## src/rtl/shift_seq_pkg.sv

```systemverilog
// Shared constants for the shift-sequence controller: shift_reg mode codes, FSM encoding, shift clamp.
// No logic of its own; imported by the controller and its counter.
package shift_seq_pkg;

  localparam logic [1:0] MODE_HOLD = 2'b00;
  localparam logic [1:0] MODE_SHR  = 2'b01;
  localparam logic [1:0] MODE_SHL  = 2'b10;
  localparam logic [1:0] MODE_LOAD = 2'b11;

  localparam logic [2:0] SHAMT_MAX = 3'd4;

  typedef enum logic [1:0] {
    ST_IDLE  = 2'b00,
    ST_LOAD  = 2'b01,
    ST_SHIFT = 2'b10,
    ST_DONE  = 2'b11
  } state_e;

  function automatic logic [2:0] clamp_shamt(input logic [2:0] s);
    return (s > SHAMT_MAX) ? SHAMT_MAX : s;
  endfunction

endpackage

```

## src/rtl/shift_seq_ctrl_if.sv

```systemverilog
// Controller <-> host/shift_reg bundle; slave is the controller side, master the environment side.
// Pure wiring, no latency, no backpressure.
interface shift_seq_ctrl_if;
  logic       start;
  logic [3:0] load_data;
  logic       dir;
  logic [2:0] shamt;
  logic       fill_bit;
  logic [3:0] p_out;
  logic       select1;
  logic       select0;
  logic [3:0] p_in;
  logic       right_shift_inp;
  logic       left_shift_inp;
  logic       busy;
  logic       done;

  modport slave (
    input  start, load_data, dir, shamt, fill_bit, p_out,
    output select1, select0, p_in, right_shift_inp, left_shift_inp, busy, done
  );

  modport master (
    output start, load_data, dir, shamt, fill_bit, p_out,
    input  select1, select0, p_in, right_shift_inp, left_shift_inp, busy, done
  );
endinterface

```

## src/rtl/shift_seq_cnt.sv

```systemverilog
// 3-bit shift counter: load wins over decrement, decrement saturates at 0; 1-cycle update.
// No backpressure; load/dec are acted on every edge they are high.
module shift_seq_cnt (
  input  logic       clk,
  input  logic       rst_n,
  input  logic       load,
  input  logic [2:0] load_val,
  input  logic       dec,
  output logic [2:0] cnt
);

  logic [2:0] cnt_q, cnt_d;

  always_comb begin
    cnt_d = cnt_q;
    if (load) begin
      cnt_d = load_val;
    end else if (dec && (cnt_q != 3'd0)) begin
      cnt_d = cnt_q - 3'd1;
    end
  end

  always_ff @(posedge clk or negedge rst_n) begin
    if (!rst_n) begin
      cnt_q <= 3'd0;
    end else begin
      cnt_q <= cnt_d;
    end
  end

  assign cnt = cnt_q;

endmodule

```

## src/rtl/shift_seq_ctrl.sv

```systemverilog
// Load-and-shift sequencer for a 4-bit shift_reg; start-edge to done pulse is shamt+2 cycles (shamt clamped to 4).
// start is only sampled in IDLE (no queuing); SHIFT_SEQ_ROTATE_EN selects rotate instead of fill_bit.
module shift_seq_ctrl
  import shift_seq_pkg::*;
(
  input  logic             clk,
  input  logic             rst_n,
  shift_seq_ctrl_if.slave  bus
);

  state_e     state_q, state_d;
  logic [3:0] data_q, data_d;
  logic       dir_q, dir_d;
  logic       fill_q, fill_d;

  logic       accept;
  logic [2:0] cnt;
  logic [1:0] mode;
  logic       ser_bit;
  logic [3:0] p_in;
  logic       busy;
  logic       done;
  logic       rsi;
  logic       lsi;

  assign accept = (state_q == ST_IDLE) && bus.start;

  shift_seq_cnt u_cnt (
    .clk      (clk),
    .rst_n    (rst_n),
    .load     (accept),
    .load_val (clamp_shamt(bus.shamt)),
    .dec      (state_q == ST_SHIFT),
    .cnt      (cnt)
  );

  always_ff @(posedge clk or negedge rst_n) begin
    if (!rst_n) begin
      state_q <= ST_IDLE;
      data_q  <= 4'd0;
      dir_q   <= 1'b0;
      fill_q  <= 1'b0;
    end else begin
      state_q <= state_d;
      data_q  <= data_d;
      dir_q   <= dir_d;
      fill_q  <= fill_d;
    end
  end

  always_comb begin
    state_d = state_q;
    data_d  = data_q;
    dir_d   = dir_q;
    fill_d  = fill_q;
    unique case (state_q)
      ST_IDLE: begin
        if (accept) begin
          state_d = ST_LOAD;
          data_d  = bus.load_data;
          dir_d   = bus.dir;
          fill_d  = bus.fill_bit;
        end
      end
      ST_LOAD:  state_d = (cnt != 3'd0) ? ST_SHIFT : ST_DONE;
      // cnt still holds the remaining count including this cycle's shift
      ST_SHIFT: state_d = (cnt <= 3'd1) ? ST_DONE : ST_SHIFT;
      ST_DONE:  state_d = ST_IDLE;
      default:  state_d = ST_IDLE;
    endcase
  end

`ifdef SHIFT_SEQ_ROTATE_EN
  logic unused_fill;
  assign unused_fill = fill_q;
  assign ser_bit     = dir_q ? bus.p_out[3] : bus.p_out[0];
`else
  logic unused_p_out;
  assign unused_p_out = ^bus.p_out;
  assign ser_bit      = fill_q;
`endif

  always_comb begin
    mode = MODE_HOLD;
    p_in = 4'd0;
    busy = 1'b0;
    done = 1'b0;
    rsi  = 1'b0;
    lsi  = 1'b0;
    unique case (state_q)
      ST_IDLE: ;
      ST_LOAD: begin
        mode = MODE_LOAD;
        p_in = data_q;
        busy = 1'b1;
      end
      ST_SHIFT: begin
        mode = dir_q ? MODE_SHL : MODE_SHR;
        busy = 1'b1;
        rsi  = !dir_q & ser_bit;
        lsi  = dir_q & ser_bit;
      end
      ST_DONE:  done = 1'b1;
      default: ;
    endcase
  end

  assign bus.select1         = mode[1];
  assign bus.select0         = mode[0];
  assign bus.p_in            = p_in;
  assign bus.busy            = busy;
  assign bus.done            = done;
  assign bus.right_shift_inp = rsi;
  assign bus.left_shift_inp  = lsi;

endmodule

```

## src/flat_wrapper.sv

```systemverilog
// flat-port wrapper written by rule: the top's interface ports become plain ports
module shift_seq_ctrl_flat import shift_seq_pkg::*;
  (clk, rst_n, bus_start, bus_load_data, bus_dir, bus_shamt, bus_fill_bit, bus_p_out, bus_select1, bus_select0, bus_p_in, bus_right_shift_inp, bus_left_shift_inp, bus_busy, bus_done);
  shift_seq_ctrl_if bus_i ();
  input  logic clk;
  input  logic rst_n;
  input wire logic [$bits(bus_i.start)-1:0] bus_start;
  input wire logic [$bits(bus_i.load_data)-1:0] bus_load_data;
  input wire logic [$bits(bus_i.dir)-1:0] bus_dir;
  input wire logic [$bits(bus_i.shamt)-1:0] bus_shamt;
  input wire logic [$bits(bus_i.fill_bit)-1:0] bus_fill_bit;
  input wire logic [$bits(bus_i.p_out)-1:0] bus_p_out;
  output wire logic [$bits(bus_i.select1)-1:0] bus_select1;
  output wire logic [$bits(bus_i.select0)-1:0] bus_select0;
  output wire logic [$bits(bus_i.p_in)-1:0] bus_p_in;
  output wire logic [$bits(bus_i.right_shift_inp)-1:0] bus_right_shift_inp;
  output wire logic [$bits(bus_i.left_shift_inp)-1:0] bus_left_shift_inp;
  output wire logic [$bits(bus_i.busy)-1:0] bus_busy;
  output wire logic [$bits(bus_i.done)-1:0] bus_done;
  assign bus_i.start = bus_start;
  assign bus_i.load_data = bus_load_data;
  assign bus_i.dir = bus_dir;
  assign bus_i.shamt = bus_shamt;
  assign bus_i.fill_bit = bus_fill_bit;
  assign bus_i.p_out = bus_p_out;
  assign bus_select1 = bus_i.select1;
  assign bus_select0 = bus_i.select0;
  assign bus_p_in = bus_i.p_in;
  assign bus_right_shift_inp = bus_i.right_shift_inp;
  assign bus_left_shift_inp = bus_i.left_shift_inp;
  assign bus_busy = bus_i.busy;
  assign bus_done = bus_i.done;
  shift_seq_ctrl u_core (.clk(clk), .rst_n(rst_n), .bus(bus_i));
endmodule
```

## config.mk

```make
export PLATFORM = sky130hd
export DESIGN_NAME = shift_seq_ctrl_flat
export DESIGN_NICKNAME = d
export VERILOG_FILES = /design/src/rtl/shift_seq_pkg.sv /design/src/rtl/shift_seq_ctrl_if.sv /design/src/rtl/shift_seq_cnt.sv /design/src/rtl/shift_seq_ctrl.sv /design/src/flat_wrapper.sv
export SDC_FILE = /design/constraint.sdc
export NUM_CORES = 1
export LEC_CHECK = 0
export ABC_AREA = 1
export BUFFER_PORTS_ARGS = -buffer_cell sky130_fd_sc_hd__buf_4
export CELL_PAD_IN_SITES_DETAIL_PLACEMENT = 2
export CELL_PAD_IN_SITES_GLOBAL_PLACEMENT = 2
export CORE_MARGIN = 10
export CORE_UTILIZATION = 25
export CTS_CLUSTER_SIZE = 16
export DETAILED_ROUTE_END_ITERATION = 8
export GPL_ROUTABILITY_DRIVEN = 0
export PLACE_DENSITY_LB_ADDON = 0.1
export SYNTH_ARGS = -nofsm -noshare
export SYNTH_HDL_FRONTEND = slang
export SYNTH_SLANG_ARGS = --single-unit
export TNS_END_PERCENT = 5
```

## constraint.sdc

```tcl
create_clock -name clk -period 1.28 [get_ports clk]
set_input_delay 0.128 -clock clk [delete_from_list [all_inputs] [get_ports clk]]
set_output_delay 0.128 -clock clk [all_outputs]
set_load 0.02 [all_outputs]
```

==> results_dict.tcl <==
set metrics [dict create \
    outcome "finished, violations left" \
    failed_checks "negative setup slack" \
    crit_fanout 3 \
    die_x_um 73.5 \
    fin_crit_ns 1.48 \
    dp_hpwl_um 1700 \
    drcViolationCount 0 \
    setup-tns-final_ns -1.55 \
    r2r_cells 8 \
    crit_path_end_kind "output port" \
    critPathKind "reg2out" \
    arrival_ns 1.35 \
    whs_endpoint "u_core.data_q[0]" \
    die_area_mm2 0.00540 \
    multi_input_area_um2 460 \
    via_count 732 \
    overflow 0 \
    p_leak_nw 0.631 \
    rsz0062_at_grt "true" \
    worstHoldStart "bus_load_data[0]" \
    root_buffer "clkbuf_4" \
    rows 19 \
    synth_largest_area_cell "dfrtp_1" \
    ant_nets 0 \
    syn-num-nets 124 \
    p_total_mw 3.15 \
    final_cell_mix "34 x nand2_1, 20 x buf_4, 11 x inv_1, 11 x buf_6, 11 x dfrtp_1" \
    num-fill-cells 309 \
    hold_violations 0 \
    syn_inst 100 \
    grt_pass1_wl_um 3830 \
    clock-skew-final_ns 0.00199 \
    core_area_mm2 0.00273 \
    drt-total-wl_um 2210 \
    start_kind "register" \
    die_h_um 73.5 \
    max_cap_viol_count 0 \
    syn_avg_cell_area_um2 7.14 \
    yosys.area.top_type_share 0.385 \
    tightest_slew_ns 0.171 \
    max_slew_margin 0.885 \
    track_usage 0.0879 \
    yosys-top-cells-area "dfrtp_1 39%, nand2_1 20%, ha_1 14%" \
    grt_max_degree 12 \
    ys_seq_area_frac 0.385 \
    via_per_inst 4.38 \
    antenna_cells 0 \
    fmax_mhz 675 \
    drive_gt1_frac 0.441 \
    pin_count 26 \
    clk_latency_ns 0.27 \
    powerDensity_mw_per_mm2 2690 \
    worstReg2RegStart "u_core.state_q[0]" \
    cp_data_required_time_ns 1.15 \
    finalMaxSlewViolations 0 \
    port_buffers 21 \
    cts_buffers 3 \
    syn2layout_area_growth_pct 63.7 \
    irDropWorstVdd_uv 1490 \
    hold-path-cell-count 3 \
    antenna_found_initial 0 \
    initial_utilization 0.261 \
    cts_tree "done" \
    htree_levels 1 \
    setup_violations 11 \
    layout_commonest_cell "nand2_1" \
    clk_path_buf_depth 2 \
    fin_ws_ns -0.202 \
    clk_pin_slew_worst_paths_ns 0.08 \
    r2r_setup_slack_ns -0.05 \
    final_nets 161 \
    grt_pass1_vias 838 \
    pre_cts_slack_ns -0.0341 \
    routedWlPerCell_um 13.2 \
    syn-cell-area_um2 714 \
    ys_warn_count 0 \
    drt_iter0_drc 8 \
    period_share 1.16 \
    first_pass_iters 2 \
    ys_ff_latch 11 \
    r2r-end "u_core.state_q[0]" \
    hp-class "in2reg" \
    clock_sinks 11 \
    synth_cell_types 13 \
    register_area_um2 275 \
]
## routing by layer
metal,GRT usage,up-vias,share of wire
met3,0.0202,2,0.045
li1,-,365,-
met2,0.147,14,0.52
met1,0.0998,351,0.42
met4,0.0497,0,0.015
met5,0,-,0
## kinds of logic after synthesis
| family | count (synthesis) | synth area share |
|---|---|---|
| compound gates | 8 | 0.0560 |
| buf+inv | 20 | 0.112 |
| fa+ha+maj | 8 | 0.140 |
| flops | 11 | 0.385 |
| simple gates | 53 | 0.306 |
## stage by stage
step / hold slack, ns / util / cell area, um^2 / std cells
after detailed placement: -0.0193 / 0.362 / 988 / 159
after global placement: -0.0197 / 0.362 / 988 / 159
after global routing: 0.0547 / 0.428 / 1170 / 167
after CTS: 0.0445 / 0.400 / 1090 / 167
after floorplan: -0.168 / - / 739 / 100
final: 0.0522 / 0.428 / 1170 / 167
## power by group
group          total (mW)  leakage, nW  internal (mW)  switching (mW)
clock network       0.251       0.0150          0.121           0.131
registers           0.653        0.135          0.525           0.128
logic                2.24        0.481           1.04            1.21
## critical path: stages, from the launching register on
cell and delay [ns]:
dfrtp_1 0.42, inv_2 0.09, ha_4 0.30, inv_4 0.05, a21oi_4 0.10, buf_6 0.13
## cells in the mapped netlist, drive strengths merged
cell / n
a21oi: 3
o21ai: 5
nand2: 44
ha: 8
nand3: 2
dfrtp: 11
nor2: 7
inv: 20
## state kept, by name, summed over array words and instances (netlist names)
signal and flops:
u_core.fill_q 1, u_core.state_q 2, u_core.data_q 4, u_core.dir_q 1, u_core.u_cnt.cnt 3
## how the worst max path moves through the flow
stage,start,to,slack (ns),cells past startpoint
6_report,u_core.state_q[0],bus_select0,-0.20,5
2_1_floorplan,u_core.state_q[0],bus_select0,0.02,4
4_1_cts,u_core.state_q[1],bus_p_in[3],-0.22,6
3_3_place_gp,u_core.state_q[1],u_core.u_cnt.cnt[1],-0.008,7
3_5_place_dp,u_core.state_q[0],bus_select0,-0.03,5
5_1_grt,u_core.state_q[0],bus_select1,-0.28,5
## what timing repair did
| item | CTS | global route |
|---|---|---|
| hold endpoints to repair | 11 | 0 |
| pin swaps | 2 | 2 |
| setup endpoints to repair | 14 | 14 |
| buffers inserted | 3 | 0 |
| resized for setup | 14 | 22 |
| hold buffers | 1 | 0 |
## layout make-up
| cell class | count | share of cell area |
|---|---|---|
| tap | 31 | 0.0332 |
| sequential | 11 | 0.235 |
| timing repair buffer | 32 | 0.243 |
| inverter | 20 | 0.0727 |
| clock buffer | 4 | 0.0225 |
| multi-input combinational | 69 | 0.394 |
Note: power is estimated with default switching activity, not from simulation.
